$ cat config.mk
export PLATFORM = sky130hd
export DESIGN_NAME = sls_mem_sequencer_flat
export DESIGN_NICKNAME = d
export VERILOG_FILES = /design/src/rtl/sls_pkg.sv /design/src/rtl/sls_mem_sequencer_if.sv /design/src/rtl/sls_load_extend.sv /design/src/rtl/sls_mem_sequencer.sv /design/src/flat_wrapper.sv
export SDC_FILE = /design/constraint.sdc
export NUM_CORES = 1
export LEC_CHECK = 0
export BUFFER_PORTS_ARGS = -buffer_cell sky130_fd_sc_hd__clkbuf_2
export CORE_MARGIN = 10
export CORE_UTILIZATION = 50
export CTS_CLUSTER_DIAMETER = 80
export DETAILED_ROUTE_END_ITERATION = 10
export PLACE_DENSITY = 0.76
export SLEW_MARGIN = 20
export SYNTH_ARGS = -nofsm -noshare
export SYNTH_HDL_FRONTEND = slang
export SYNTH_SLANG_ARGS = --single-unit
$ cat constraint.sdc
create_clock -name clk -period 3.8 [get_ports clk]
set_input_delay 0.19 -clock clk [delete_from_list [all_inputs] [get_ports clk]]
set_output_delay 0.19 -clock clk [all_outputs]
set_load 0.02 [all_outputs]
$ cat src/rtl/sls_pkg.sv
// Shared definitions for the single load/store memory sequencer.
//   sls_size_e   : access size encodings (also used per RAM beat)
//   sls_state_e  : sequencer FSM states
//   DWORD_STRIDE : byte offset of the second word of a doubleword access
//   is_misaligned: natural-alignment check used when SLS_ALIGN_CHECK_EN is defined
package sls_pkg;

    typedef enum logic [1:0] {
        SZ_BYTE  = 2'b00,
        SZ_HALF  = 2'b01,
        SZ_WORD  = 2'b10,
        SZ_DWORD = 2'b11
    } sls_size_e;

    typedef enum logic [1:0] {
        StIdle  = 2'b00,
        StBeat0 = 2'b01,
        StBeat1 = 2'b10,
        StResp  = 2'b11
    } sls_state_e;

    localparam logic [31:0] DWORD_STRIDE = 32'd4;

    // Halfwords need addr[0]==0; words and doublewords need addr[1:0]==0.
    function automatic logic is_misaligned(sls_size_e size, logic [1:0] addr_lo);
        case (size)
            SZ_HALF:          return addr_lo[0];
            SZ_WORD, SZ_DWORD: return |addr_lo;
            default:          return 1'b0;
        endcase
    endfunction

endpackage

$ cat src/rtl/sls_mem_sequencer_if.sv
// Bus bundle between control unit, sequencer and data RAM.
//   req_*  : access request from the control unit (req_ready back)
//   mem_*  : MFA/MOC handshake and beat fields towards the RAM
//   rsp_*  : one-cycle completion response to the control unit
// Modports: master = the sequencer, slave = control unit + RAM side.
interface sls_mem_sequencer_if;

    logic        req_valid;
    logic        req_ready;
    logic        req_rw;
    logic        req_sext;
    logic [1:0]  req_size;
    logic [31:0] req_addr;
    logic [63:0] req_wdata;

    logic        mem_mfa;
    logic        mem_rw;
    logic [1:0]  mem_size;
    logic [31:0] mem_addr;
    logic [31:0] mem_wdata;
    logic [31:0] mem_rdata;
    logic        mem_moc;

    logic        rsp_valid;
    logic [63:0] rsp_rdata;
    logic        rsp_err;

    modport master (
        input  req_valid, req_rw, req_sext, req_size, req_addr, req_wdata,
        output req_ready,
        output mem_mfa, mem_rw, mem_size, mem_addr, mem_wdata,
        input  mem_rdata, mem_moc,
        output rsp_valid, rsp_rdata, rsp_err
    );

    modport slave (
        output req_valid, req_rw, req_sext, req_size, req_addr, req_wdata,
        input  req_ready,
        input  mem_mfa, mem_rw, mem_size, mem_addr, mem_wdata,
        output mem_rdata, mem_moc,
        input  rsp_valid, rsp_rdata, rsp_err
    );

endinterface

$ cat src/rtl/sls_load_extend.sv
// Combinational load-data extension.
//   size_i : access size (byte/halfword extended, word/dword passed raw)
//   sext_i : 1 = sign-extend, 0 = zero-extend
//   data_i : right-justified RAM read data
//   data_o : extended 32-bit result
module sls_load_extend
    import sls_pkg::*;
(
    input  sls_size_e   size_i,
    input  logic        sext_i,
    input  logic [31:0] data_i,
    output logic [31:0] data_o
);

    always_comb begin
        data_o = data_i;
        unique case (size_i)
            SZ_BYTE:  data_o = {{24{sext_i & data_i[7]}}, data_i[7:0]};
            SZ_HALF:  data_o = {{16{sext_i & data_i[15]}}, data_i[15:0]};
            default:  data_o = data_i;
        endcase
    end

endmodule

$ cat src/rtl/sls_mem_sequencer.sv
// Single load/store memory sequencer: accepts one access from the control
// unit, runs the MFA/MOC handshake with the data RAM (doublewords as two
// word beats), extends load data and returns a one-cycle response.
//   clk, reset : clock, synchronous active-high reset
//   bus        : sls_mem_sequencer_if.master (req_*, mem_*, rsp_*)
// Parameters: MOC_TIMEOUT (cycles per beat before abort), TCNT_W (counter width).
// Optional macro SLS_ALIGN_CHECK_EN: misaligned requests complete with rsp_err
// and never reach the RAM.
module sls_mem_sequencer
    import sls_pkg::*;
#(
    parameter int unsigned MOC_TIMEOUT = 16,
    parameter int unsigned TCNT_W      = 8
) (
    input  logic                 clk,
    input  logic                 reset,
    sls_mem_sequencer_if.master  bus
);

    localparam logic [TCNT_W-1:0] TcntLast = TCNT_W'(MOC_TIMEOUT - 1);

    sls_state_e        state_q, state_d;
    logic              rw_q, rw_d;
    logic              sext_q, sext_d;
    sls_size_e         size_q, size_d;
    logic [31:0]       addr_q, addr_d;
    logic [63:0]       wdata_q, wdata_d;
    logic [31:0]       lo_q, lo_d;
    logic [TCNT_W-1:0] tcnt_q, tcnt_d;
    logic [63:0]       rdata_q, rdata_d;
    logic              err_q, err_d;
    logic [31:0]       ext_data;

    sls_load_extend u_load_extend (
        .size_i (size_q),
        .sext_i (sext_q),
        .data_i (bus.mem_rdata),
        .data_o (ext_data)
    );

    always_comb begin
        state_d = state_q;
        rw_d    = rw_q;
        sext_d  = sext_q;
        size_d  = size_q;
        addr_d  = addr_q;
        wdata_d = wdata_q;
        lo_d    = lo_q;
        tcnt_d  = tcnt_q;
        rdata_d = rdata_q;
        err_d   = err_q;

        bus.req_ready = 1'b0;
        bus.mem_mfa   = 1'b0;
        bus.mem_rw    = 1'b0;
        bus.mem_size  = 2'b00;
        bus.mem_addr  = '0;
        bus.mem_wdata = '0;
        bus.rsp_valid = 1'b0;
        bus.rsp_rdata = '0;
        bus.rsp_err   = 1'b0;

        unique case (state_q)
            StIdle: begin
                bus.req_ready = 1'b1;
                if (bus.req_valid) begin
                    rw_d    = bus.req_rw;
                    sext_d  = bus.req_sext;
                    size_d  = sls_size_e'(bus.req_size);
                    addr_d  = bus.req_addr;
                    wdata_d = bus.req_wdata;
                    tcnt_d  = '0;
                    rdata_d = '0;
                    err_d   = 1'b0;
                    state_d = StBeat0;
`ifdef SLS_ALIGN_CHECK_EN
                    if (is_misaligned(sls_size_e'(bus.req_size), bus.req_addr[1:0])) begin
                        err_d   = 1'b1;
                        state_d = StResp;
                    end
`endif
                end
            end
            StBeat0: begin
                bus.mem_mfa   = 1'b1;
                bus.mem_rw    = rw_q;
                bus.mem_size  = (size_q == SZ_DWORD) ? SZ_WORD : size_q;
                bus.mem_addr  = addr_q;
                bus.mem_wdata = wdata_q[31:0];
                // MOC wins over a timeout landing in the same cycle.
                if (bus.mem_moc) begin
                    lo_d = bus.mem_rdata;
                    if (size_q == SZ_DWORD) begin
                        tcnt_d  = '0;
                        state_d = StBeat1;
                    end else begin
                        rdata_d = rw_q ? {32'b0, ext_data} : 64'b0;
                        state_d = StResp;
                    end
                end else if (tcnt_q == TcntLast) begin
                    err_d   = 1'b1;
                    rdata_d = '0;
                    state_d = StResp;
                end else begin
                    tcnt_d = tcnt_q + TCNT_W'(1);
                end
            end
            StBeat1: begin
                bus.mem_mfa   = 1'b1;
                bus.mem_rw    = rw_q;
                bus.mem_size  = SZ_WORD;
                bus.mem_addr  = addr_q + DWORD_STRIDE;
                bus.mem_wdata = wdata_q[63:32];
                if (bus.mem_moc) begin
                    rdata_d = rw_q ? {bus.mem_rdata, lo_q} : 64'b0;
                    state_d = StResp;
                end else if (tcnt_q == TcntLast) begin
                    err_d   = 1'b1;
                    rdata_d = '0;
                    state_d = StResp;
                end else begin
                    tcnt_d = tcnt_q + TCNT_W'(1);
                end
            end
            StResp: begin
                bus.rsp_valid = 1'b1;
                bus.rsp_rdata = rdata_q;
                bus.rsp_err   = err_q;
                state_d       = StIdle;
            end
            default: state_d = StIdle;
        endcase
    end

    always_ff @(posedge clk) begin
        if (reset) begin
            state_q <= StIdle;
            rw_q    <= 1'b0;
            sext_q  <= 1'b0;
            size_q  <= SZ_BYTE;
            addr_q  <= '0;
            wdata_q <= '0;
            lo_q    <= '0;
            tcnt_q  <= '0;
            rdata_q <= '0;
            err_q   <= 1'b0;
        end else begin
            state_q <= state_d;
            rw_q    <= rw_d;
            sext_q  <= sext_d;
            size_q  <= size_d;
            addr_q  <= addr_d;
            wdata_q <= wdata_d;
            lo_q    <= lo_d;
            tcnt_q  <= tcnt_d;
            rdata_q <= rdata_d;
            err_q   <= err_d;
        end
    end

endmodule

$ cat src/flat_wrapper.sv
// flat-port wrapper written by rule: the top's interface ports become plain ports
module sls_mem_sequencer_flat import sls_pkg::*;
#(
    parameter int unsigned MOC_TIMEOUT = 16,
    parameter int unsigned TCNT_W      = 8
)
  (clk, reset, bus_req_valid, bus_req_rw, bus_req_sext, bus_req_size, bus_req_addr, bus_req_wdata, bus_req_ready, bus_mem_mfa, bus_mem_rw, bus_mem_size, bus_mem_addr, bus_mem_wdata, bus_mem_rdata, bus_mem_moc, bus_rsp_valid, bus_rsp_rdata, bus_rsp_err);
  sls_mem_sequencer_if bus_i ();
  input  logic clk;
  input  logic reset;
  input wire logic [$bits(bus_i.req_valid)-1:0] bus_req_valid;
  input wire logic [$bits(bus_i.req_rw)-1:0] bus_req_rw;
  input wire logic [$bits(bus_i.req_sext)-1:0] bus_req_sext;
  input wire logic [$bits(bus_i.req_size)-1:0] bus_req_size;
  input wire logic [$bits(bus_i.req_addr)-1:0] bus_req_addr;
  input wire logic [$bits(bus_i.req_wdata)-1:0] bus_req_wdata;
  output wire logic [$bits(bus_i.req_ready)-1:0] bus_req_ready;
  output wire logic [$bits(bus_i.mem_mfa)-1:0] bus_mem_mfa;
  output wire logic [$bits(bus_i.mem_rw)-1:0] bus_mem_rw;
  output wire logic [$bits(bus_i.mem_size)-1:0] bus_mem_size;
  output wire logic [$bits(bus_i.mem_addr)-1:0] bus_mem_addr;
  output wire logic [$bits(bus_i.mem_wdata)-1:0] bus_mem_wdata;
  input wire logic [$bits(bus_i.mem_rdata)-1:0] bus_mem_rdata;
  input wire logic [$bits(bus_i.mem_moc)-1:0] bus_mem_moc;
  output wire logic [$bits(bus_i.rsp_valid)-1:0] bus_rsp_valid;
  output wire logic [$bits(bus_i.rsp_rdata)-1:0] bus_rsp_rdata;
  output wire logic [$bits(bus_i.rsp_err)-1:0] bus_rsp_err;
  assign bus_i.req_valid = bus_req_valid;
  assign bus_i.req_rw = bus_req_rw;
  assign bus_i.req_sext = bus_req_sext;
  assign bus_i.req_size = bus_req_size;
  assign bus_i.req_addr = bus_req_addr;
  assign bus_i.req_wdata = bus_req_wdata;
  assign bus_req_ready = bus_i.req_ready;
  assign bus_mem_mfa = bus_i.mem_mfa;
  assign bus_mem_rw = bus_i.mem_rw;
  assign bus_mem_size = bus_i.mem_size;
  assign bus_mem_addr = bus_i.mem_addr;
  assign bus_mem_wdata = bus_i.mem_wdata;
  assign bus_i.mem_rdata = bus_mem_rdata;
  assign bus_i.mem_moc = bus_mem_moc;
  assign bus_rsp_valid = bus_i.rsp_valid;
  assign bus_rsp_rdata = bus_i.rsp_rdata;
  assign bus_rsp_err = bus_i.rsp_err;
  sls_mem_sequencer #(.MOC_TIMEOUT(MOC_TIMEOUT), .TCNT_W(TCNT_W)) u_core (.clk(clk), .reset(reset), .bus(bus_i));
endmodule
Word-level counts from Yosys, hierarchy flattened
Index checks and enable logic that the tools add are counted.
W data, S select, Z words.
{ "word_totals": {"ff_bits": 207, "out_inout_bits": 135, "input_bits": 136} }
{ "classes": {"muxes": 35, "reduce_logical": 10, "n_eq_ne": 12, "bitwise": 2, "add_sub_neg": 2} }
{ "ops": {"columns": ["operator", "count"], "rows": [
  ["$mux W64", 7],
  ["$pmux W32 S2", 3],
  ["$pmux W64 S3", 1],
  ["$mux W8", 5],
  ["$add A32 B3 Y32 const B", 1],
  ["$mux W32", 1],
  ["$pmux W8 S3", 1],
  ["$mux W2", 5],
  ["$mux W1", 9],
  ["$add A8 B1 Y8 const B", 1],
  ["$eq A8 B4 Y1 const B", 1],
  ["$pmux W2 S4", 1],
  ["$reduce_and A4 Y1", 2],
  ["$eq A2 B2 Y1 const B", 3],
  ["$ne A2 B2 Y1 const B", 3],
  ["$eq A2 B1 Y1 const B", 2],
  ["$logic_not A2 Y1", 2],
  ["$pmux W2 S2", 1],
  ["$reduce_and A2 Y1", 2],
  ["$ne A3 B2 Y1 const B", 1],
  ["$ne A3 B3 Y1 const B", 1],
  ["$reduce_and A3 Y1", 1],
  ["$reduce_bool A3 Y1", 1],
  ["$and A1 B1 Y1", 2],
  ["4 further kinds", 4]
]} }

Logic depth before layout (Yosys ltp)
{ "depth": {"ltp_word": 6, "ltp_mapped": 11, "depth_no_buf": 7} }

Hierarchy
Synthesis repeated with hierarchy kept, for this count alone.
{ "unflattened": {"cells_unflattened": 1195, "area_unflattened_um2": 9519.1} }
{ "modules_own_cells": {"columns": ["mod", "area_per_inst_um2", "cells_per_inst", "instances"], "rows": [
  ["sls_mem_sequencer", 9133.8, 1129, 1],
  ["sls_load_extend", 385.4, 66, 1]
]} }

Worst setup path before layout
Ideal clock, no wire load.
{ "synth_timing": {"path_kind": "reg2out", "startpoint": "register u_core.state_q[1]", "endpoint": "output bus_mem_addr[24]", "arrival_ps": 2389, "setup_slack_ps": 1221, "path_stages_with_launch": 8, "path_cell_list": "dfxtp_1 > inv_1 > ha_1 > clkbuf_1 > nand2_1 > clkbuf_1 > buf_1 > o41ai_1"} }
{ "synth_between": {"elab_chain_cells": 2, "word_cells_on_any_way": 3, "classes_between": "eq/ne: 2; mux: 1"} }
{ "synth_rtl": {"columns": ["element", "line", "source"], "rows": [
  ["from (decl)", "sls_mem_sequencer.sv:22", "sls_state_e state_q, state_d;"],
  ["from (signal assigned)", "sls_mem_sequencer.sv:137", "state_q <= StIdle;"],
  ["from (signal assigned)", "sls_mem_sequencer.sv:148", "state_q <= state_d;"],
  ["$eq A2 B2 Y1 or $eq A2 B1 Y1 (tied branches)", "sls_mem_sequencer.sv:63", "unique case (state_q)"],
  ["$pmux W32 S2 *", "sls_mem_sequencer.sv:63", null],
  ["to (decl)", "flat_wrapper.sv:21", "output wire logic [$bits(bus_i.mem_addr)-1:0] bus_mem_addr;"]
]} }
Mark *: on every way between the ends. The rest lies on a longest branch, timed or not.

Final worst setup path
{ "layout_timing": {"startpoint": "register u_core.state_q[1]", "endpoint": "output bus_mem_addr[26]"} }
Same word-level chain as after synthesis.

==> impl_metrics.env <==
export IMPL_outcome="completed"
export IMPL_setup_viol=0
export IMPL_final_cell_mix="nand2_1, clkbuf_2, dfxtp_1"
export IMPL_h_tree_depth=1
export IMPL_synthMuxAreaShare_pct=0.116
export IMPL_synth_xor_area_share_pct=0.181
export IMPL_synth_area_leaders="dfxtp_1, nand2_1, a21oi_1, a22o_1, and2_1"
export IMPL_cts_buffers=23
export IMPL_grt_usage_pct=25.1
export IMPL_finClkSkew_ns=0.00736
export IMPL_min_path_type="in -> reg"
export IMPL_arrival_ns=2.97
export IMPL_io_pins=271
export IMPL_r2r_start="u_core.state_q[0]$_SDFFE_PP0N_"
export IMPL_drt_wl_total_mm=34.2
export IMPL_cp_required_ns=3.61
export IMPL_synth_main_ff_cell="dfxtp_1"
export IMPL_p_per_area_nw_per_um2=436
export IMPL_vias=10584
export IMPL_die_y_um=159
export IMPL_grt_pass1_wl_mm=54.6
export IMPL_clkSlewWorstSetupHoldPaths_ns=0.06
export IMPL_wl_per_cell_um=18.4
export IMPL_port_buffers=270
export IMPL_clk_latency_ns=0.50
export IMPL_slew_headroom_pct=27.6
export IMPL_synth_seq_cells=207
export IMPL_crit_reg2reg_capture="u_core.rdata_q[36]$_SDFFE_PP0P_"
export IMPL_antenna_found_initial=4
export IMPL_min_period_ns=3.16
export IMPL_dpl_cell_area_um2=11100
export IMPL_synth_edf_count=0
export IMPL_avgSynthCellArea_um2=7.83
export IMPL_ctsRootBufferMaster="clkbuf_16"
export IMPL_std_cell_rows=50
export IMPL_fp_dieArea_um2=25400
export IMPL_die_w_um=159
export IMPL_slew_violations=0
export IMPL_worst_setup_path_start_kind="flop"
export IMPL_ys_types=57
export IMPL_gp_congestion=0.843
export IMPL_worstRegToRegCells=8
export IMPL_whs_endpoint="u_core.lo_q[7]$_SDFFE_PP0N_"
export IMPL_cts_tree="built"
export IMPL_worstPathMaxFanout=20
export IMPL_worst_slew_pin_slew_ns=1.09
export IMPL_cts_sinks=207
export IMPL_dr_pass1_iters=7
export IMPL_cp_end_kind="output port"
export IMPL_layout_drive_gt1_share_pct=21.1
export IMPL_multi_input_area_um2=5120
export IMPL_regArea_um2=4140
export IMPL_synth_async_reset_ratio_pct=0
export IMPL_core_area_um2=18900
export IMPL_yosysTopAreaCell="dfxtp_1"
export IMPL_clockBufferDepth=3
export IMPL_drtAntennaViolNets=0
export IMPL_rsz0062_at_grt="no"
export IMPL_synth_compound_area_share_pct=27.8
export IMPL_gr_total_overflow=0
export IMPL_yosys_area_share_simple_pct=23.6
export IMPL_area_delta_synth_final_pct=34.9
export IMPL_ctsResizeCount=0
export IMPL_worstSetupPathType="reg -> out"
export IMPL_start_util_pct=51.3
export IMPL_hp_start="bus_mem_rdata[7]"
export IMPL_syn_inst=1238
export IMPL_hold_violations=0
export IMPL_syn_nets=1380
export IMPL_rrSetupSlack_ns=1.07
export IMPL_finalSetupTns_ns=0
export IMPL_synthAdderAreaFrac_pct=0.775
export IMPL_place_hpwl_mm=20.7
export IMPL_grt_pass1_vias=10245
export IMPL_fillers=1437
export IMPL_leakagePower_nw=5.41
export IMPL_synth_seq_area_share_pct=42.8
export IMPL_min_path_cells=3
export IMPL_yosys_warnings=0
export IMPL_netlist_area_um2=9690
export IMPL_postLayoutCellArea_um2=13100
export IMPL_final_common_cell="nand2_1"
export IMPL_final_period_utilization_pct=83.1
export IMPL_drc_errors=0
export IMPL_drv_cap=0
export IMPL_final_nets=1720
export IMPL_via_per_inst=5.71
export IMPL_yosysTopAreaCellShare_pct=42.8
export IMPL_first_iter_violations=773
export IMPL_synth_top_family_by_area="compound AO/OA/AOI/OAI gates"
export IMPL_grt_max_degree=102
export IMPL_ir_worst_vdd_mv=0.374
export IMPL_fmax_ghz=0.317
## per-stage QoR
step	cells	hold WS [ns]	setup WS, ns	total power [mW]	utilization (%)
2_1_floorplan	1238	0.315	1.22	3.24	-
3_3_place_gp	1682	0.412	1.20	3.55	58.7
3_5_place_dp	1682	0.417	1.10	3.57	58.7
4_1_cts	1851	0.000354	0.662	5.68	69.1
5_1_grt	1854	0.0116	0.449	5.94	69.2
6_report	1855	0.0204	0.644	5.70	69.2
## sequential cells by signal (all words and copies together), names as in the netlist, 2 cells and up
signal / cells
u_core.wdata_q: 64
u_core.tcnt_q: 8
u_core.lo_q: 32
u_core.rdata_q: 64
u_core.size_q: 2
u_core.state_q: 2
u_core.addr_q: 32
## power breakdown
group          internal (mW)  total [mW]  switching (mW)
sequential              2.33        2.47           0.138
clock                   1.14        2.01           0.872
combinational          0.434        1.22           0.782
## worst max path at each step
stage / startpoint / to / slack [ns]
6_report: u_core.state_q[1]$_SDFFE_PP0N_ / bus_mem_addr[26] / 0.64
5_1_grt: u_core.state_q[1]$_SDFFE_PP0N_ / bus_mem_addr[24] / 0.45
4_1_cts: u_core.state_q[1]$_SDFFE_PP0N_ / bus_mem_addr[26] / 0.66
3_5_place_dp: u_core.state_q[0]$_SDFFE_PP0N_ / u_core.rdata_q[36]$_SDFFE_PP0P_ / 1.10
3_3_place_gp: u_core.state_q[1]$_SDFFE_PP0N_ / bus_mem_addr[26] / 1.20
2_1_floorplan: u_core.state_q[1]$_SDFFE_PP0N_ / bus_mem_addr[24] / 1.22
## metal layers
layer  vias up  track usage (%)  routed length [um]  share of wire (%)
li1       5017                -                   -                  -
met1      4911             30.3               13800                 40
met2       568             40.8               15600                 46
met3        88             7.59                3460                 10
met4         0             10.0                1290                3.8
met5         -                0                   0                  0
## synthesized netlist by cell type (6+ instances only)
cell / n
o31ai_1: 15
buf_1: 10
and2_1: 74
nor2b_1: 19
buf_2: 8
inv_1: 9
nand4_1: 14
ha_1: 6
nand2_1: 302
nor3_1: 6
a21oi_1: 170
a22o_1: 74
and3_1: 7
dfxtp_1: 207
o2bb2ai_1: 24
o22a_1: 17
o21ai_0: 53
nand3_1: 14
clkbuf_1: 77
a31oi_1: 12
a21boi_0: 19
nor2_1: 42
## kinds of logic after synthesis
group,count (synthesis)
flip-flops,207
buffers and inverters,110
adder cells (fa/ha/maj),6
XOR/XNOR,2
AO/OA/AOI/OAI,412
AND/OR/NAND/NOR,500
multiplexers,1
## cell type report
type / count / area share, %
clock inverter: 8 / 0.306
antenna: 4 / 0.0766
inverter: 9 / 0.258
clock buffer: 30 / 4.76
multi-input combinational: 921 / 39.2
sequential: 207 / 31.7
tap: 260 / 2.49
timing repair buffer: 416 / 21.3
## critical path, stage by stage (launching register included)
cell and delay, ns:
dfxtp_1 0.39, inv_1 0.09, ha_1 0.46, nand2_1 0.48
or3_1 0.51, o211ai_1 0.30, clkbuf_2 0.24
## what timing repair did
| action | CTS | global route |
|---|---|---|
| hold buffers | 131 | 0 |
| endpoints found under the hold margin | 162 | 0 |
| buffers inserted | 0 | 0 |
Note: power is estimated with default switching activity, not from simulation.
